==> config.mk <==
export PLATFORM = sky130hd
export DESIGN_NAME = vc_fifo_scheduler
export DESIGN_NICKNAME = d
export VERILOG_FILES = /design/src/rtl/vc_router_pkg.sv /design/src/rtl/vc_fifo_scheduler_rr_arbiter.sv /design/src/rtl/vc_fifo_scheduler.sv
export SDC_FILE = /design/constraint.sdc
export NUM_CORES = 1
export LEC_CHECK = 0
export ABC_AREA = 1
export CAP_MARGIN = 20
export CORE_AREA = 4 4 110 112
export CTS_CLUSTER_DIAMETER = 50
export DETAILED_ROUTE_END_ITERATION = 10
export DIE_AREA = 0 0 114 116
export GPL_TIMING_DRIVEN = 0
export PLACE_DENSITY = 0.82
export RECOVER_POWER = 50
export SLEW_MARGIN = 20
export SYNTH_ARGS = -nofsm -noshare
export SYNTH_HDL_FRONTEND = slang
export SYNTH_SLANG_ARGS = --single-unit
==> constraint.sdc <==
create_clock -name clk -period 3.9 [get_ports clk]
set_clock_uncertainty 0.05 [all_clocks]
set_input_delay 0.585 -clock clk [delete_from_list [all_inputs] [get_ports clk]]
set_output_delay 0.585 -clock clk [all_outputs]
set_load 0.05 [all_outputs]
==> src/rtl/vc_router_pkg.sv <==
// vc_router_pkg
// Shared types and defaults for the virtual-channel router blocks.
//   vc_id_t          : VC identifier for the default NUM_VC
//   credit_t         : per-VC downstream credit count for the default CREDIT_DEPTH
//   NUM_VC_DEF       : default number of virtual channels
//   CREDIT_DEPTH_DEF : default downstream buffer depth per VC
// FLIT_DATA_WIDTH is normally supplied by VR_define.vh; a fallback value is
// provided here so the package stands on its own when that header is absent.

`ifndef FLIT_DATA_WIDTH
`define FLIT_DATA_WIDTH 32
`endif

package vc_router_pkg;

    localparam int NUM_VC_DEF       = 4;
    localparam int CREDIT_DEPTH_DEF = 8;

    typedef logic [$clog2(NUM_VC_DEF)-1:0]         vc_id_t;
    typedef logic [$clog2(CREDIT_DEPTH_DEF+1)-1:0] credit_t;

endpackage

==> src/rtl/vc_fifo_scheduler_rr_arbiter.sv <==
// rr_arbiter
// Parameterised N-way round-robin arbiter (combinational).
//   req         : request vector, one bit per requester
//   ptr         : requester with highest priority this cycle
//   grant       : one-hot grant (all zero when nothing requests)
//   grant_id    : index of the granted requester (0 when none)
//   next_ptr    : pointer value to load after a grant (winner + 1, wrapping)
//   grant_valid : a grant was issued
// N must be a power of two so the index arithmetic wraps naturally.

module rr_arbiter #(
    parameter int N = 4,
    parameter int W = $clog2(N)
) (
    input  logic [N-1:0] req,
    input  logic [W-1:0] ptr,
    output logic [N-1:0] grant,
    output logic [W-1:0] grant_id,
    output logic [W-1:0] next_ptr,
    output logic         grant_valid
);

    logic [W-1:0] idx_s;
    logic         hit_s;

    // Walk the requesters starting at ptr; the first request seen wins.
    always_comb begin
        grant       = '0;
        grant_id    = '0;
        next_ptr    = ptr;
        grant_valid = 1'b0;
        idx_s       = '0;
        hit_s       = 1'b0;
        for (int i = 0; i < N; i++) begin
            idx_s           = ptr + W'(i);
            hit_s           = req[idx_s] & ~grant_valid;
            grant[idx_s]    = grant[idx_s] | hit_s;
            grant_id        = hit_s ? idx_s : grant_id;
            next_ptr        = hit_s ? (idx_s + W'(1)) : next_ptr;
            grant_valid     = grant_valid | hit_s;
        end
    end

endmodule

==> src/rtl/vc_fifo_scheduler.sv <==
// vc_fifo_scheduler
// Round-robin scheduler sharing one output link among NUM_VC virtual-channel
// FIFOs, with per-VC downstream credit tracking.
//   clk, reset  : clock and synchronous active-high reset
//   enable      : scheduling enable (credits still return when low)
//   fifo_empty  : per-VC FIFO empty flags
//   fifo_data   : per-VC FWFT head data, VC k at [k*DATA_W +: DATA_W]
//   fifo_pop    : one-hot pop, combinational from current state
//   credit_in   : per-VC credit return pulses
//   out_valid/out_vc/out_data : registered flit on the output link
//   credit_err  : sticky flag, credit returned into a full counter
//   starve_flag : (only with VC_SCHED_STARVE_CNT_EN) per-VC starvation diagnostic
// Optional feature macro: VC_SCHED_STARVE_CNT_EN

module vc_fifo_scheduler
    import vc_router_pkg::*;
#(
    parameter int NUM_VC       = NUM_VC_DEF,
    parameter int CREDIT_DEPTH = CREDIT_DEPTH_DEF,
    parameter int DATA_W       = `FLIT_DATA_WIDTH
) (
    input  logic                       clk,
    input  logic                       reset,
    input  logic                       enable,
    input  logic [NUM_VC-1:0]          fifo_empty,
    input  logic [NUM_VC*DATA_W-1:0]   fifo_data,
    output logic [NUM_VC-1:0]          fifo_pop,
    input  logic [NUM_VC-1:0]          credit_in,
    output logic                       out_valid,
    output logic [$clog2(NUM_VC)-1:0]  out_vc,
    output logic [DATA_W-1:0]          out_data,
    output logic                       credit_err
`ifdef VC_SCHED_STARVE_CNT_EN
    ,
    output logic [NUM_VC-1:0]          starve_flag
`endif
);

    localparam int VC_W   = $clog2(NUM_VC);
    localparam int CRED_W = $clog2(CREDIT_DEPTH + 1);

    logic [CRED_W-1:0] credit_r [NUM_VC];
    logic [VC_W-1:0]   rr_ptr_r;
    logic [NUM_VC-1:0] eligible_s;
    logic [NUM_VC-1:0] grant_s;
    logic [VC_W-1:0]   grant_id_s;
    logic [VC_W-1:0]   next_ptr_s;
    logic              grant_valid_s;

    // Eligibility; reset masks it so no pop escapes while reset is high.
    always_comb begin
        eligible_s = '0;
        for (int k = 0; k < NUM_VC; k++) begin
            eligible_s[k] = enable & ~reset & ~fifo_empty[k] &
                            (credit_r[k] != CRED_W'(0));
        end
    end

    rr_arbiter #(
        .N (NUM_VC),
        .W (VC_W)
    ) u_arb (
        .req         (eligible_s),
        .ptr         (rr_ptr_r),
        .grant       (grant_s),
        .grant_id    (grant_id_s),
        .next_ptr    (next_ptr_s),
        .grant_valid (grant_valid_s)
    );

    assign fifo_pop = grant_s;

    // Output link register and round-robin pointer.
    always_ff @(posedge clk) begin
        if (reset) begin
            out_valid <= 1'b0;
            out_vc    <= '0;
            out_data  <= '0;
            rr_ptr_r  <= '0;
        end else begin
            out_valid <= grant_valid_s;
            if (grant_valid_s) begin
                out_vc   <= grant_id_s;
                out_data <= fifo_data[grant_id_s*DATA_W +: DATA_W];
                rr_ptr_r <= next_ptr_s;
            end
        end
    end

    // Per-VC credit counters; a return into a full counter saturates and
    // latches the sticky error.
    always_ff @(posedge clk) begin
        if (reset) begin
            credit_err <= 1'b0;
            for (int k = 0; k < NUM_VC; k++) begin
                credit_r[k] <= CRED_W'(CREDIT_DEPTH);
            end
        end else begin
            for (int k = 0; k < NUM_VC; k++) begin
                case ({grant_s[k], credit_in[k]})
                    2'b10:   credit_r[k] <= credit_r[k] - CRED_W'(1);
                    2'b01: begin
                        if (credit_r[k] == CRED_W'(CREDIT_DEPTH)) begin
                            credit_err <= 1'b1;
                        end else begin
                            credit_r[k] <= credit_r[k] + CRED_W'(1);
                        end
                    end
                    default: credit_r[k] <= credit_r[k];
                endcase
            end
        end
    end

`ifdef VC_SCHED_STARVE_CNT_EN
    logic [7:0] starve_cnt_r [NUM_VC];

    // Count cycles a VC could have gone but lost arbitration; saturates at 255.
    always_ff @(posedge clk) begin
        if (reset) begin
            for (int k = 0; k < NUM_VC; k++) begin
                starve_cnt_r[k] <= 8'd0;
            end
        end else begin
            for (int k = 0; k < NUM_VC; k++) begin
                if (grant_s[k]) begin
                    starve_cnt_r[k] <= 8'd0;
                end else if (eligible_s[k] && (starve_cnt_r[k] != 8'hFF)) begin
                    starve_cnt_r[k] <= starve_cnt_r[k] + 8'd1;
                end
            end
        end
    end

    // Flag a VC once it has waited longer than a full round-robin sweep allows.
    always_comb begin
        starve_flag = '0;
        for (int k = 0; k < NUM_VC; k++) begin
            starve_flag[k] = (starve_cnt_r[k] >= 8'(2 * NUM_VC));
        end
    end
`endif

endmodule

==> impl_summary.log <==
[metrics] run status: finished with violations
[metrics] failing checks: setup timing
[metrics] arithmetic-cell share of the synthesized area counting full adders, half adders and majority gates: 7.35%
[metrics] total design power: 6.21 mW
[metrics] Post-CTS Hold Fix Bufs: 0
[metrics] RSZ-0062 raised after global routing: true
[metrics] first-pass GRT wire length: 24300 µm
[metrics] CP Data Required Time: 3.91 ns
[metrics] maxcap violations: 0
[metrics] cell repeated most along the worst path: nand3_2
[metrics] share of the cycle needed by the critical path after routing: 103%
[metrics] total die area: 0.0132 mm²
[metrics] gr usage total: 23.0%
[metrics] most used standard cell by instance count after synthesis: nand2_1
[metrics] synthesis-to-finish area growth: 70.2%
[metrics] number of ports placed on the die boundary: 179
[metrics] worst slew slack as a fraction of its limit: 57.1%
[metrics] worst stage delay on the critical path: 0.19 ns
[metrics] Crit Path Class: primary input to flip-flop
[metrics] starting density of the core: 37.6%
[metrics] top cell type by total area after synthesis: dfxtp_1
[metrics] post-synthesis xor/xnor area fraction: 2.28%
[metrics] Core Rows: 39
[metrics] largest net degree at the start of global routing: 17
[metrics] worst slew pin tran: 0.644 ns
[metrics] routed length per placed instance: 16.9 µm
[metrics] sequential share of the synthesized area: 29.4%
[metrics] Via Count: 5134
[metrics] antenna violations before repair: 0
[metrics] die boundary width: 114 µm
[metrics] Yosys top cell area share: 18.0%
[metrics] Peak Freq: 249 MHz
[metrics] number of setup violations in the final report: 9
[metrics] H-tree depth: 2
[metrics] Area after DPL: 0.00620 mm²
[metrics] Max Root-Sink Buffers: 2
[metrics] global placer's final weighted congestion: 0.948
[metrics] Synth Area in Simple Gates: 28.0%
[metrics] endpoint kind of the worst setup timing path: flip-flop
[metrics] number of detailed-route iterations in the first pass: 5
[metrics] buffers plus inverters on the worst setup path: 11
[metrics] worst vdd ir: 0.726 mV
[metrics] kind of cell with the highest combined delay on the critical path: simple AND/OR/NAND/NOR gates
[metrics] count of yosys warnings during synthesis: 0
[metrics] flip-flop and latch count after synthesis: 54
[metrics] top cells by area, synth: dfxtp_1 (18%), edfxtp_1 (11%), nand2_1 (8.4%)
[metrics] total grt overflow: 0
[metrics] launching element type of the critical path: primary input
[metrics] ys flop type: dfxtp_1
[metrics] CTS tree: built
[metrics] Core Footprint: 0.0112 mm²
[metrics] top cell types by occurrence after synthesis: nand2_1 (94), nor2_1 (86), o21ai_1 (56)
[metrics] insertion delay to the later sink of the worst-skew pair: 0.30 ns
[metrics] slowest CP cell: nand3_2
[metrics] Hold/Removal Path Class: flip-flop to flip-flop
[metrics] CTS sink cnt: 54
[metrics] highest fanout seen on the critical path: 9
[metrics] number of antenna cells inserted: 0
[metrics] ratio of routed vias to standard cells: 5.25
[metrics] clock period minus final worst setup slack: 4.01 ns
[metrics] ys async rst share: 0%
[metrics] Cell Area, Synth: 0.00422 mm²
[metrics] total CTS buffers: 5
[metrics] static leakage: 3.00 nW
[metrics] combinational family with the most area after synthesis: simple AND/OR/NAND/NOR gates
[metrics] number of different library cells in the post-synthesis netlist: 38
[metrics] drt first-iter violations: 262
[metrics] Hold Vio Cnt, Final: 0
[metrics] number of cells produced by synthesis: 599
[metrics] Pwr Density: 864 mW/mm²
[metrics] number of nets at the end of the flow: 997
[metrics] HPWL after detailed placement: 11900 µm
[metrics] clock root cell: clkbuf_16
[metrics] fill cell count: 991
[metrics] die span in y: 116 µm
[metrics] fraction of final layout cells sized beyond drive strength 1: 24.1%
[metrics] final wirelength: 16500 µm
[metrics] final count of pins violating max slew: 0
[metrics] aggregate negative setup slack: -0.536 ns
[metrics] clock slew at reported path FFs: 0.07 ns
[metrics] share of synthesized area spent on multiplexers: 0%
[metrics] setup ws final: -0.114 ns
[metrics] net count after synthesis: 761
[metrics] count of input and output buffers: 177
[metrics] vias in the first global route: 5043
[metrics] remaining number of nets flagged by the antenna check after routing: 0
[metrics] DRC: 0
[metrics] Layout Cell Area excl Fill: 0.00719 mm²
[metrics] arrival time worst endpoint: 4.02 ns
[metrics] count of flip-flops with a built-in enable after synthesis: 16
[metrics] compound-cell area share of the yosys netlist: 23.9%
[metrics] syn avg cell area: 7.05 µm²
-- state kept, by name (all words and copies together) (netlist names) --
register	flops
credit_err	1
credit_r	16
out_data	32
out_valid	1
out_vc	2
rr_ptr_r	2
-- kinds of logic (layout without fill, tap and decap cells) --
kind of cell,count (synthesis),count (layout)
XOR/XNOR,11,11
AND/OR/NAND/NOR,258,258
flip-flops,54,54
AO/OA/AOI/OAI,170,170
buffers and inverters,83,319
adder cells (fa/ha/maj),23,23
-- routing by layer --
metal	part of all wire (%)	vias up	track usage (%)	routed length, µm
met5	0	-	0	0
met4	3.3	0	8.00	544
met3	7.2	43	5.48	1190
met2	53	213	44.4	8720
met1	37	2357	24.3	6070
li1	-	2521	-	-
-- report_power, final --
| part | leakage [nW] | total (mW) | internal, mW | switching (mW) |
|---|---|---|---|---|
| combinational | 2.45 | 4.72 | 1.78 | 2.94 |
| clock | 0.0701 | 0.457 | 0.237 | 0.220 |
| sequential | 0.477 | 1.03 | 0.888 | 0.143 |
| total | 3.00 | 6.21 | 2.91 | 3.30 |
-- final cells by class --
class	instances	area, µm²	area share, %
plain buffers	33	195	2.72
repair buffers	229	2150	29.9
clock inverters	2	13.8	0.191
flip-flops and latches	54	1250	17.4
inverters	50	211	2.94
clock buffers	5	125	1.74
multi-input cells	462	3070	42.7
well taps	143	179	2.49
-- worst min-delay path, delay by kind of cell (launching register included) --
kind,cells,cell delay [ns]
compound gates,1,0.05
simple gates,1,0.06
flops,1,0.31
-- repair_timing --
item / 4_1_cts / 5_1_grt
resized for setup: 68 / 61
hold endpoints to repair: 0 / 0
pin swaps: 25 / 32
setup buffers: 44 / 8
setup endpoints to repair: 29 / 27
-- stage by stage --
step	std cells	util (%)	setup WS, ns	hold WS [ns]
floorplan	599	-	0.00719	0.541
global placement	919	55.3	-0.776	0.405
detailed placement	919	55.3	-0.829	0.408
CTS	970	61.2	0.00137	0.421
global route	978	64.0	-0.377	0.454
finish	978	64.0	-0.114	0.416
-- layout by cell type, fill, tap and decap left out, drive strengths merged, types with 9 or more instances in the layout --
cell type        n
edfxtp          16
dfxtp           38
inv             50
o211ai          25
dlygate4sd3     35
clkdlybuf4s50  133
clkbuf          18
o21ai          105
nand2          106
nor2            93
ha              20
a21oi           14
nand3           55
a31oi            9
buf             76
-- worst paths after layout --
| check | endpoint | cells past startpoint | startpoint | slack (ns) |
|---|---|---|---|---|
| hold / removal | out_vc[0] | 2 | out_vc[0] | 0.42 |
| hold reg to reg | out_vc[0] | 2 | out_vc[0] | 0.42 |
| setup / recovery | credit_r[2][3] | 33 | reset | -0.11 |
| setup reg to reg | credit_r[2][3] | 32 | credit_r[3][0] | -0.11 |
Power figures use the tool's default switching activity.
